### src/rtl/vga_scan_gen.sv
// Raster scan generator: pixel-rate divider, horizontal/vertical counters and
// the sync, blanking, coordinate and line/frame pulse decodes derived from them.
module vga_scan_gen #(
   parameter int CLK_DIV  = 2,
   parameter int H_ACTIVE = 640,
   parameter int H_FP     = 16,
   parameter int H_SYNC   = 96,
   parameter int H_BP     = 48,
   parameter int V_ACTIVE = 480,
   parameter int V_FP     = 10,
   parameter int V_SYNC   = 2,
   parameter int V_BP     = 33
) (
   input  logic        clk,
   input  logic        reset,
   output logic        pix_en,
   output logic [9:0]  curr_x,
   output logic [8:0]  curr_y,
   output logic        hsync,
   output logic        vsync,
   output logic        video_on,
   output logic        line_start,
   output logic        frame_start,
   output logic [15:0] frame_count
);

   localparam int H_TOTAL = H_ACTIVE + H_FP + H_SYNC + H_BP;
   localparam int V_TOTAL = V_ACTIVE + V_FP + V_SYNC + V_BP;
   localparam int DIV_W   = (CLK_DIV > 1) ? $clog2(CLK_DIV) : 1;

   localparam logic [DIV_W-1:0] DIV_MAX   = DIV_W'(CLK_DIV - 1);
   localparam logic [9:0]       H_MAX     = 10'(H_TOTAL - 1);
   localparam logic [9:0]       V_MAX     = 10'(V_TOTAL - 1);
   localparam logic [9:0]       H_ACT     = 10'(H_ACTIVE);
   localparam logic [9:0]       V_ACT     = 10'(V_ACTIVE);
   localparam logic [9:0]       HS_START  = 10'(H_ACTIVE + H_FP);
   localparam logic [9:0]       HS_END    = 10'(H_ACTIVE + H_FP + H_SYNC);
   localparam logic [9:0]       VS_START  = 10'(V_ACTIVE + V_FP);
   localparam logic [9:0]       VS_END    = 10'(V_ACTIVE + V_FP + V_SYNC);

   logic [DIV_W-1:0] r_div_cnt;
   logic [9:0]       r_h_cnt;
   logic [9:0]       r_v_cnt;
   logic [15:0]      r_frame_count;

   logic w_pix_en;
   logic w_h_wrap;
   logic w_v_wrap;
   logic w_video_on;
   logic w_h_zero;

   assign w_pix_en = (r_div_cnt == DIV_MAX);
   assign w_h_wrap = (r_h_cnt == H_MAX);
   assign w_v_wrap = (r_v_cnt == V_MAX);

   // Counters step only on pixel strobes; reset wins over a coincident strobe.
   always_ff @(posedge clk) begin
      if (reset) begin
         r_div_cnt     <= '0;
         r_h_cnt       <= '0;
         r_v_cnt       <= '0;
         r_frame_count <= '0;
      end else if (w_pix_en) begin
         r_div_cnt <= '0;
         if (w_h_wrap) begin
            r_h_cnt <= '0;
            if (w_v_wrap) begin
               r_v_cnt       <= '0;
               r_frame_count <= r_frame_count + 16'd1;
            end else begin
               r_v_cnt <= r_v_cnt + 10'd1;
            end
         end else begin
            r_h_cnt <= r_h_cnt + 10'd1;
         end
      end else begin
         r_div_cnt <= r_div_cnt + 1'b1;
      end
   end

   assign w_video_on = (r_h_cnt < H_ACT) && (r_v_cnt < V_ACT);
   assign w_h_zero   = (r_h_cnt == 10'd0);

   assign pix_en      = w_pix_en;
   assign video_on    = w_video_on;
   assign curr_x      = w_video_on ? r_h_cnt : 10'd0;
   assign curr_y      = w_video_on ? r_v_cnt[8:0] : 9'd0;
   assign hsync       = !((r_h_cnt >= HS_START) && (r_h_cnt < HS_END));
   assign vsync       = !((r_v_cnt >= VS_START) && (r_v_cnt < VS_END));
   assign line_start  = w_pix_en && w_h_zero;
   assign frame_start = w_pix_en && w_h_zero && (r_v_cnt == 10'd0);
   assign frame_count = r_frame_count;

endmodule

### config.mk
export PLATFORM = sky130hd
export DESIGN_NAME = vga_scan_gen
export DESIGN_NICKNAME = d
export VERILOG_FILES = /design/src/rtl/vga_scan_gen.sv
export SDC_FILE = /design/constraint.sdc
export NUM_CORES = 1
export LEC_CHECK = 0
export CORE_MARGIN = 2
export CORE_UTILIZATION = 25
export DETAILED_ROUTE_END_ITERATION = 10
export GPL_TIMING_DRIVEN = 0
export HOLD_SLACK_MARGIN = 0.1
export PLACE_DENSITY_LB_ADDON = 0.3
export SLEW_MARGIN = 20
export SYNTH_ARGS = -nofsm -noshare
export SYNTH_HDL_FRONTEND = slang
export SYNTH_SLANG_ARGS = --single-unit
### constraint.sdc
create_clock -name clk -period 3.95 [get_ports clk]
set_input_delay 0.395 -clock clk [delete_from_list [all_inputs] [get_ports clk]]
set_output_delay 0.395 -clock clk [all_outputs]
set_load 0.1 [all_outputs]
* Word level (Yosys, flattened, before mapping)
Cells that the tools add are included.
Storage, ports and cells: output and inout port bits 41, RAM bits 0, bits of input ports 2, latch bits 0, bits in registers 37, word-level logic and storage cells 32, ROM bits 0, memories kept 0
Operators by class: equality and inequality tests 2, multiplexer cells 4, shift-type cells 0, bitwise gates (word level) 0, order comparisons 6, div/mod/pow operators 0, reductions and logical operators 12, add/sub/neg operators 4, multipliers 0
Operator list (count):
- $mux W10 | 3
- $add A10 B1 Y10 const B | 2
- $eq A10 B10 Y1 const B | 2
- $logic_not A10 Y1 | 2
- $lt A10 B10 Y1 const B | 2
- $lt A10 B9 Y1 const B | 2
- $add A16 B1 Y16 const B | 1
- $ge A10 B10 Y1 const B | 1
- $ge A10 B9 Y1 const B | 1
- $mux W9 | 1
- $logic_and A1 B1 Y1 | 5
- $reduce_and A3 Y1 | 1
- $logic_not A1 Y1 | 2
- $reduce_and A2 Y1 | 1
- $reduce_or A2 Y1 | 1
- $add A1 B1 Y1 const B | 1

* Depth between registers and ports, before layout
Gate-level depths: netlist of the first run.
depth after elaboration 3, depth in mapped cells 8, gate-level depth less buffers 6

* Worst setup path after synthesis of the first run
No wires, ideal clock.
path type register -> output, from register r_div_cnt (netlist: pix_en), to output frame_start, arrival time 3266 ps, required time 3555 ps, path slack 289 ps, cell stages (with the launch flop) 5, path through dfxtp_1 > buf_2 > nor4b_1 > and4_1 > and4_1
Between the ends: word-level cells in the longest chain between the ends 2
RTL lines:
- start: declaration | line 41 | logic [DIV_W-1:0] r_div_cnt;
- start signal: assignment | line 77 | r_div_cnt <= r_div_cnt + 1'b1;
- $logic_and A1 B1 Y1
- named net line_start | line 22 | output logic line_start,
- $logic_and A1 B1 Y1 | line 91 | assign frame_start = w_pix_en && w_h_zero && (r_v_cnt == 10'd0);
- end: declaration | line 23 | output logic frame_start,
The timed path passes the listed nets, and every way through them passes these cells.

* Final worst setup path of the first run
from register r_h_cnt[7], to output curr_y[8]
Between the ends: word-level cells in the longest chain between the ends 3
RTL lines:
- start: declaration | line 42 | logic [9:0] r_h_cnt;
- start signal: assignment | line 74 | r_h_cnt <= r_h_cnt + 10'd1;
- $lt A10 B10 Y1 | line 81 | assign w_video_on = (r_h_cnt < H_ACT) && (r_v_cnt < V_ACT);
- $logic_and A1 B1 Y1 | line 81
- $mux W9 | line 87 | assign curr_y = w_video_on ? r_v_cnt[8:0] : 9'd0;
- end: declaration | line 18 | output logic [8:0] curr_y,
Every way passes these cells.

==> results of run 1 <==
## state kept, by name (all words and copies together) (netlist names)
signal	count
r_v_cnt	10
frame_count	16
r_h_cnt	10
pix_en	1
## tightest hold or removal path, stage by stage (launching register included)
cell and delay [ps]:
dfxtp_1 330, o31ai_1 70, a21oi_1 50
## metal layers
layer	global-route usage, %	part of all wire, %
met1	19.0	50
met2	18.7	42
met3	3.76	6.1
met4	3.10	0.94
met5	0	0
## worst max path at each step
stage,cells after the start,from,end
after floorplan,4,pix_en$_SDFF_PP0_,frame_start
after global placement,6,r_h_cnt[7]$_SDFFE_PP0P_,curr_y[8]
after detailed placement,6,r_h_cnt[7]$_SDFFE_PP0P_,curr_y[8]
after CTS,6,r_h_cnt[7]$_SDFFE_PP0P_,curr_y[8]
after global routing,6,r_h_cnt[7]$_SDFFE_PP0P_,curr_y[8]
final,6,r_h_cnt[7]$_SDFFE_PP0P_,curr_y[8]
## cell families (layout without fill, tap and decap cells)
family / Yosys count / count (layout) / synth area share (%)
multiplexers: 4 / 4 / 2.12
buffers and inverters: 32 / 81 / 6.26
AND/OR/NAND/NOR: 134 / 134 / 36.5
flip-flops: 37 / 37 / 34.9
AO/OA/AOI/OAI: 44 / 44 / 12.7
XOR/XNOR: 11 / 11 / 4.55
adder cells (fa/ha/maj): 5 / 5 / 2.95
## cell usage in the layout, fill, tap and decap left out, drive strengths merged, types with 2 or more instances in the layout
cell type and count:
clkdlybuf4s50 42, dfxtp 37, clkbuf 20, nand2 19
and2 19, nor2 19, a21oi 19, or4 14
inv 11, nand3 11, o31ai 11, nor3 8
nor4 8, xnor2 8, buf 8, o21ai 7
nand4 7, and3 5, and4 5, nor2b 5
or3 5, ha 5, mux2 4, xor2 3
nand2b 2, a21o 2, o211ai 2
## through the flow
stage	power, mW	setup WS [ps]	hold WS (ps)	cells
3_5_place_dp	0.457	941	500	414
4_1_cts	0.727	612	510	421
2_1_floorplan	0.438	289	469	267
5_1_grt	0.749	429	531	421
6_report	0.718	680	502	421
3_3_place_gp	0.456	963	481	414
## layout make-up
cell class                      count  area (sq um)
Sequential cell                    37           741
Tap cell                          105           131
Timing Repair Buffer               42           420
Buffer                             21          91.3
Multi-Input combinational cell    198          1250
Clock buffer                        7          86.3
Fill cell                         872          5460
Inverter                           11          41.3
## report_power, final
| group | internal [mW] | switching (mW) |
|---|---|---|
| registers | 0.375 | 0.00278 |
| clock network | 0.139 | 0.132 |
| logic | 0.0169 | 0.0524 |
| total | 0.531 | 0.187 |
==> impl_metrics.tcl, run 1 <==
set metrics [dict create \
    outcome "finished clean" \
    track_usage_pct 13.0 \
    end_kind "primary output" \
    area_growth_pct 30.1 \
    initial_utilization_pct 25.8 \
    io_buffer_count 42 \
    route.detailed.drc 0 \
    cp.arrival_ps 2870 \
    numCtsBuffers 5 \
    syn_nets 274 \
    hp-class "flip-flop to flip-flop" \
    fmax_ghz 0.306 \
    ys_seq_area_share_pct 34.9 \
    maxSlewHeadroom_pct 34.4 \
    yosys_register_bits 37 \
    critPathBufInv 3 \
    insertion_delay_ps 290 \
    cts_resized 0 \
    place_area_sq_mm 0.00267 \
    synth_area_leader_cell "dfxtp_1" \
    synth.most_common_cell "dfxtp_1" \
    routabilityCongestion 0.807 \
    final_util_pct 33.6 \
    synthTopCellsByArea "dfxtp_1 (35%), and2_1 (5.6%), or4_1 (5.0%), a21oi_1 (4.5%), o31ai_1 (3.9%)" \
    ir_drop_mv 0.101 \
    routedWlPerCell_microns 13.4 \
    slew_viol_final 0 \
    first_global_vias 1850 \
    finalClockSkew_ps 6.76 \
    hold_depth 2 \
    timing.reg2reg.setup_slack_ps 1360 \
    async_flop_share_pct 0 \
    cts_tree "done" \
    grt_first_pass_wirelength_microns 9380 \
    cpPeakStageDelay_ps 1130 \
    io-pin-count 43 \
    antenna_found_initial 0 \
    drt-initial-drc-count 84 \
    synth_area_per_cell_sq_um 7.94 \
    dp_hpwl_microns 4070 \
    slowest_stage "clkdlybuf4s50_1" \
    synth-main-ff-cell "dfxtp_1" \
    grt_start_max_net_pins 11 \
    ctsHoldBuffers 0 \
    worst_pin_slew_ps 980 \
    critPathMostFrequentCell "clkbuf_1" \
    cts_sinks 37 \
    synth_edf_count 0 \
    setup_viol 0 \
    crit_chain "clkbuf_1 > o21ai_0 > and3_1 > clkbuf_1 > and2_1 > clkdlybuf4s50_1" \
    vias_per_cell 4.89 \
    finalInstanceArea_sq_mm 0.00276 \
    crit_fanout 10 \
    die_h_microns 96.1 \
    min_to "frame_count[10]$_SDFFE_PP0P_" \
    fin_tns_setup_ps 0 \
    powerDensity_mw_per_mm2 260 \
    finalCriticalPeriod_ps 3270 \
    drive_gt1_share_pct 6.96 \
    synth_cell_types 39 \
    postCtsSetupRepairBufs 0 \
    finalHoldViolCount 0 \
    yosys.area.top_type_share_pct 34.9 \
    n_antenna_cell 0 \
    drv_cap 0 \
    syn_inst 267 \
    crit_required_ps 3560 \
    drtAntennaViolNets 0 \
    clkTransAtPathRegs_ps 70 \
    htree_levels 2 \
    core-area_sq_mm 0.00822 \
    die_x_microns 96.1 \
    dr.pass1.iters 4 \
    cp_top_family "buffers and inverters" \
    reg2reg_depth 6 \
    clk_path_buf_depth 2 \
    path_class "flip-flop to primary output" \
    synth.cell_area_sq_mm 0.00212 \
    netlist_top_cells_count "dfxtp_1 (37), a21oi_1 (19), and2_1 (19), nand2_1 (19), nor2_1 (19)" \
    rows 33 \
    min_from "frame_count[10]$_SDFFE_PP0P_" \
    cts-root-buf "clkbuf_8" \
    nNetsFinal 323 \
    vias 2059 \
    overflow 0 \
    start_kind "flip-flop" \
    rsz0062_at_grt "no" \
    period_share_pct 82.8 \
    ys_warn_count 0 \
    fp.dieArea_sq_mm 0.00923 \
    r2r_end "frame_count[15]$_SDFFE_PP0P_" \
    wl_microns 5660 \
    p_leak_nw 0.888 \
    reg2reg_from "r_v_cnt[4]$_SDFFE_PP0P_" \
]
(Power assumes the default switching activity.)
==> run 2, diff against run 1 <==
==> constraint.sdc (replaced) <==
create_clock -name clk -period 3.25 [get_ports clk]
set_input_delay 0.325 -clock clk [delete_from_list [all_inputs] [get_ports clk]]
set_output_delay 0.325 -clock clk [all_outputs]
set_load 0.1 [all_outputs]
==> run 2 against run 1 <==
Compared with the run above: clock power increased by 25%; power is 23% higher; sequential share of layout area decreased by 0.35 points; critical path depth unchanged; non-clock buffer count unchanged.
==> impl_metrics.tcl, run 2 (synthesis gave the netlist of run 1 again) <==
set metrics [dict create \
    dp_hpwl_microns 4060 \
    drive_gt1_share_pct 7.59 \
    core-area_sq_mm 0.00822 \
    vias 2063 \
    hold_ws_ps 505 \
    die_x_microns 96.1 \
    path_class "flip-flop to primary output" \
    cts_sinks 37 \
    area_growth_pct 31.8 \
    fin_tns_setup_ps 0 \
    initial_utilization_pct 25.8 \
    vias_per_cell 4.90 \
    grt_first_pass_wirelength_microns 9660 \
    cp.arrival_ps 2610 \
    die_h_microns 96.1 \
    route.detailed.drc 0 \
    n_antenna_cell 0 \
    hp-class "flip-flop to flip-flop" \
    outcome "finished clean" \
    cp_top_family "buffers and inverters" \
    drt-initial-drc-count 73 \
    crit_fanout 10 \
    cts-root-buf "clkbuf_8" \
    setup_viol 0 \
    routabilityCongestion 0.831 \
    crit_chain "clkbuf_1 > o21ai_0 > and3_1 > clkbuf_1 > and2_1 > dlygate4sd2_1" \
    grt_start_max_net_pins 11 \
    period_share_pct 90.3 \
    crit_required_ps 2920 \
    clk_path_buf_depth 2 \
    final_cell_mix "dfxtp_1 (37), clkdlybuf4s50_1 (21)" \
    rows 33 \
    overflow 0 \
    io_buffer_count 42 \
    clkTransAtPathRegs_ps 80 \
    io-pin-count 43 \
    start_kind "flip-flop" \
    final_util_pct 34.0 \
    drv_cap 0 \
    end_kind "primary output" \
    htree_levels 2 \
    drtAntennaViolNets 0 \
    fmax_ghz 0.341 \
    nNetsFinal 323 \
    maxSlewHeadroom_pct 34.4 \
    numCtsBuffers 5 \
    finalHoldViolCount 0 \
    track_usage_pct 13.3 \
    dr.pass1.iters 4 \
    wl_microns 5700 \
    finalCriticalPeriod_ps 2930 \
    slew_viol_final 0 \
    rsz0062_at_grt "no" \
    antenna_found_initial 0 \
    cpPeakStageDelay_ps 850 \
    finalClockSkew_ps 7.03 \
    critPathMostFrequentCell "clkbuf_1" \
    largest_reg_flops 16 \
    power_mw 0.881 \
    cts_tree "done" \
    first_global_vias 1978 \
    insertion_delay_ps 300 \
    critPathBufInv 3 \
    powerDensity_mw_per_mm2 315 \
    ir_drop_mv 0.153 \
    fp.dieArea_sq_mm 0.00923 \
    slowest_stage "dlygate4sd2_1" \
    routedWlPerCell_microns 13.5 \
    final_common_cell "dfxtp_1" \
    fillers 864 \
    p_leak_nw 1.18 \
    worst_pin_slew_ps 981 \
]
==> run 2: cell types whose count changed in the layout (fill, tap and decap cells not counted), sizes merged <==
| cell | before | now |
|---|---|---|
| clkdlybuf4s50 | 42 | 21 |
| dlymetal6s2s | 0 | 16 |
| dlygate4sd2 | 0 | 5 |
==> run 2: layout make-up <==
cell class | count | area (sq um) | area share [%]
Buffer | 21 | 91.3 | 3.27
Clock buffer | 7 | 86.3 | 3.09
Inverter | 11 | 41.3 | 1.48
Multi-Input combinational cell | 198 | 1250 | 44.7
Sequential cell | 37 | 741 | 26.5
Tap cell | 105 | 131 | 4.70
Timing Repair Buffer | 42 | 454 | 16.3
==> run 2: final timing paths <==
check / depth (start not counted) / start / slack (ps) / to
max: 6 / r_h_cnt[7]$_SDFFE_PP0P_ / 320 / curr_x[7]
max reg2reg: 6 / r_v_cnt[4]$_SDFFE_PP0P_ / 610 / frame_count[6]$_SDFFE_PP0P_
min: 2 / frame_count[10]$_SDFFE_PP0P_ / 500 / frame_count[10]$_SDFFE_PP0P_
min reg2reg: 2 / frame_count[10]$_SDFFE_PP0P_ / 500 / frame_count[10]$_SDFFE_PP0P_
==> run 2: worst min-delay path, delay by kind of cell, from the launching register on <==
family             cells  cell delay, ps
DFF                    1             340
AOI/OAI and AO/OA      2             130
==> run 2: per-layer routing <==
| metal | track usage [%] | wire length, microns | vias up |
|---|---|---|---|
| li1 | - | - | 1047 |
| met1 | 19.0 | 2860 | 958 |
| met2 | 19.6 | 2510 | 51 |
| met3 | 2.98 | 263 | 7 |
| met4 | 4.64 | 70 | 0 |
| met5 | 0 | 0 | - |
==> run 2: where the power goes <==
part / switching [mW] / internal (mW) / leakage (nW)
combinational: 0.0623 / 0.0201 / 0.842
clock: 0.170 / 0.169 / 0.0443
sequential: 0.00353 / 0.456 / 0.298
total: 0.236 / 0.645 / 1.18
==> run 2: through the flow <==
step                cell area (sq um)  instances  setup slack, ps
global route                     2790        421             76.9
global placement                 2670        414              320
floorplan                        2120        267              183
finish                           2790        421              316
CTS                              2750        421            0.392
detailed placement               2670        414              328
==> run 2: repair_timing <==
action / CTS / global route
setup endpoints to repair: 5 / 16
hold buffers: 0 / 0
gates resized for setup: 5 / 16
buffers inserted: 0 / 0
==> run 3, diff against run 2 <==
--- a/config.mk
+++ b/config.mk
@@ -5,6 +5,7 @@
 export SDC_FILE = /design/constraint.sdc
 export NUM_CORES = 1
 export LEC_CHECK = 0
+export ABC_AREA = 1
 export CORE_MARGIN = 2
 export CORE_UTILIZATION = 25
 export DETAILED_ROUTE_END_ITERATION = 10
==> run 3 against run 2 <==
Compared with the run above: clock power down 2%; sequential share of layout area down 0.32 points; worst setup slack worse by 110 ps; die area up 3.1%; via count up 8.6%; worst hold slack worse by 45 ps; first-iteration DRC count up 88%; global-route usage down 1.6 points; register-to-register slack better by 880 ps; utilization down 1.1 points; wire length down 4.6%; power down 1.2%; critical path type unchanged; critical endpoint is now curr_x[8].
==> impl_metrics.tcl, run 3 <==
set metrics [dict create \
    outcome "finished clean" \
    critPathBufInv 4 \
    slew_viol_final 0 \
    nNetsFinal 401 \
    core-area_sq_mm 0.00859 \
    wl_microns 5440 \
    cts-root-buf "clkbuf_8" \
    numCtsBuffers 5 \
    synth_area_leader_cell "dfxtp_1" \
    synth.most_common_cell "nand2_1" \
    area_growth_pct 29.2 \
    ys_warn_count 0 \
    rsz0062_at_grt "no" \
    worst_pin_slew_ps 982 \
    grt_use_met3_pct 2.09 \
    critPathMostFrequentCell "nand3_1" \
    netlist_top_cells_count "nand2_1 (89), nor2_1 (74), inv_1 (41), dfxtp_1 (37), nand3_1 (25)" \
    routabilityCongestion 0.789 \
    rows 34 \
    syn_nets 353 \
    finalHoldViolCount 0 \
    period_share_pct 93.6 \
    start_kind "flip-flop" \
    antenna_found_initial 0 \
    overflow 0 \
    yosys.area.top_type_share_pct 33.8 \
    clkTransAtPathRegs_ps 70 \
    cts_sinks 37 \
    final_common_cell "nand2_1" \
    n_antenna_cell 0 \
    yosys_register_bits 37 \
    async_flop_share_pct 0 \
    finalNonFillerCells 502 \
    crit_fanout 10 \
    pwr-share-comb_pct 9.1 \
    slowest_stage "clkdlybuf4s50_1" \
    busiest_layer "met2" \
    dr.pass1.iters 4 \
    hold_ws_ps 459 \
    die_x_microns 97.6 \
    crit_chain "inv_1 > nand3_1 > nand3_1 > nor2_2 > inv_2 > buf_4 > nor2_1 > clkdlybuf4s50_1" \
    ys_seq_area_share_pct 33.8 \
    syn_inst 346 \
    vias 2241 \
    largest_reg_flops 16 \
    final_cell_mix "nand2_1 (89), nor2_1 (73), inv_1 (41), clkdlybuf4s50_1 (41), dfxtp_1 (37)" \
    setup_slack_ps 208 \
    end_kind "primary output" \
    final_util_pct 32.9 \
    pre_cts_slack_ps 510 \
    cp_top_family "buffers and inverters" \
    htree_levels 2 \
    postCtsSetupRepairBufs 0 \
    cts_tree "done" \
    power_mw 0.870 \
    maxSlewHeadroom_pct 34.3 \
    drt-initial-drc-count 137 \
    die_h_microns 97.6 \
    place_inst 495 \
    p_clk_share_pct 38.2 \
    synth_area_per_cell_sq_um 6.32 \
    path_class "flip-flop to primary output" \
    cpPeakStageDelay_ps 1150 \
    ctsHoldBuffers 0 \
    synth_edf_count 0 \
    fin_tns_setup_ps 0 \
    synth_cell_types 27 \
    io-pin-count 43 \
    fp.dieArea_sq_mm 0.00952 \
    synth-main-ff-cell "dfxtp_1" \
    hp-class "primary input to flip-flop" \
    clk_path_buf_depth 2 \
    switching_share_pct 26.2 \
    ir_drop_mv 0.136 \
    io_buffer_count 41 \
    p_leak_nw 1.07 \
    initial_utilization_pct 25.5 \
    first_global_vias 1963 \
    crit_required_ps 2920 \
    powerDensity_mw_per_mm2 308 \
    vias_per_cell 4.46 \
    fmax_ghz 0.329 \
    dp_hpwl_microns 4170 \
    setup_viol 0 \
    synth.cell_area_sq_mm 0.00219 \
    cts_resized 0 \
    seqPwrFrac_pct 52.7 \
    netSwitchingPower_mw 0.228 \
    finalInstanceArea_sq_mm 0.00283 \
    synthTopCellsByArea "dfxtp_1 (34%), nand2_1 (15%), nor2_1 (13%), inv_1 (7.0%), nand3_1 (5.7%)" \
    finalCriticalPeriod_ps 3040 \
    finalClockSkew_ps 6.20 \
    cp.arrival_ps 2720 \
    insertion_delay_ps 290 \
    drtAntennaViolNets 0 \
    drive_gt1_share_pct 5.84 \
    grt_first_pass_wirelength_microns 9210 \
    groute.layer.met1.usage_pct 14.6 \
    route.detailed.drc 0 \
    place_area_sq_mm 0.00274 \
    track_usage_pct 11.7 \
    routedWlPerCell_microns 10.8 \
    grt_start_max_net_pins 11 \
    p_int_mw 0.642 \
    use_met2_pct 19.9 \
    drv_cap 0 \
]
run 3: cell count changes after synthesis, sizes merged, moves of 14 or more:
cell | before | now
nor2 | 19 | 79
or4 | 14 | 0
nand3 | 11 | 27
inv | 11 | 42
nand2 | 19 | 91
and2 | 19 | 0
run 3: cells by family after synthesis:
logic type	Yosys count	synth area share (%)
simple gates	217	43.8
fa+ha+maj	5	2.86
buf+inv	49	9.15
compound gates	29	6.75
flops	37	33.8
xor+xnor	9	3.60
run 3: final timing paths:
check / startpoint / cells past startpoint / to / slack (ps)
worst max-delay path: r_h_cnt[8]$_SDFFE_PP0P_ / 8 / curr_x[8] / 210
worst min-delay path: reset / 2 / frame_count[9]$_SDFFE_PP0P_ / 460
worst max register to register: frame_count[0]$_SDFFE_PP0P_ / 8 / frame_count[14]$_SDFFE_PP0P_ / 1490
worst min register to register: r_v_cnt[0]$_SDFFE_PP0P_ / 2 / r_v_cnt[0]$_SDFFE_PP0P_ / 500
run 3: worst register-to-register path: stages, from the launching register on:
cell	delay (ps)
dfxtp_1	410
ha_1	200
nand2_1	100
nor2_1	420
nand2_1	140
nor2_1	200
nand3_1	100
nand2_1	60
nor2_1	40
run 3: per-layer routing:
layer	share of wire (%)	wire length, microns
met1	45	2470
met2	49	2650
met3	3.5	188
met4	2.2	122
met5	0	0
run 3: layout make-up:
type,count,area [sq um]
Timing Repair Buffer,41,410
Tap cell,108,135
Fill cell,951,5770
Clock buffer,7,86.3
Multi-Input combinational cell,260,1250
Inverter,43,161
Sequential cell,37,741
Buffer,6,38.8
run 3: power by group through the flow:
stage | Clock [mW] | Combinational, mW | Sequential, mW
2_1_floorplan | 0 | 0.0557 | 0.475
6_report | 0.332 | 0.0795 | 0.458
3_5_place_dp | 0 | 0.0799 | 0.469
4_1_cts | 0.345 | 0.0801 | 0.458
3_3_place_gp | 0 | 0.0797 | 0.469
5_1_grt | 0.363 | 0.0842 | 0.459
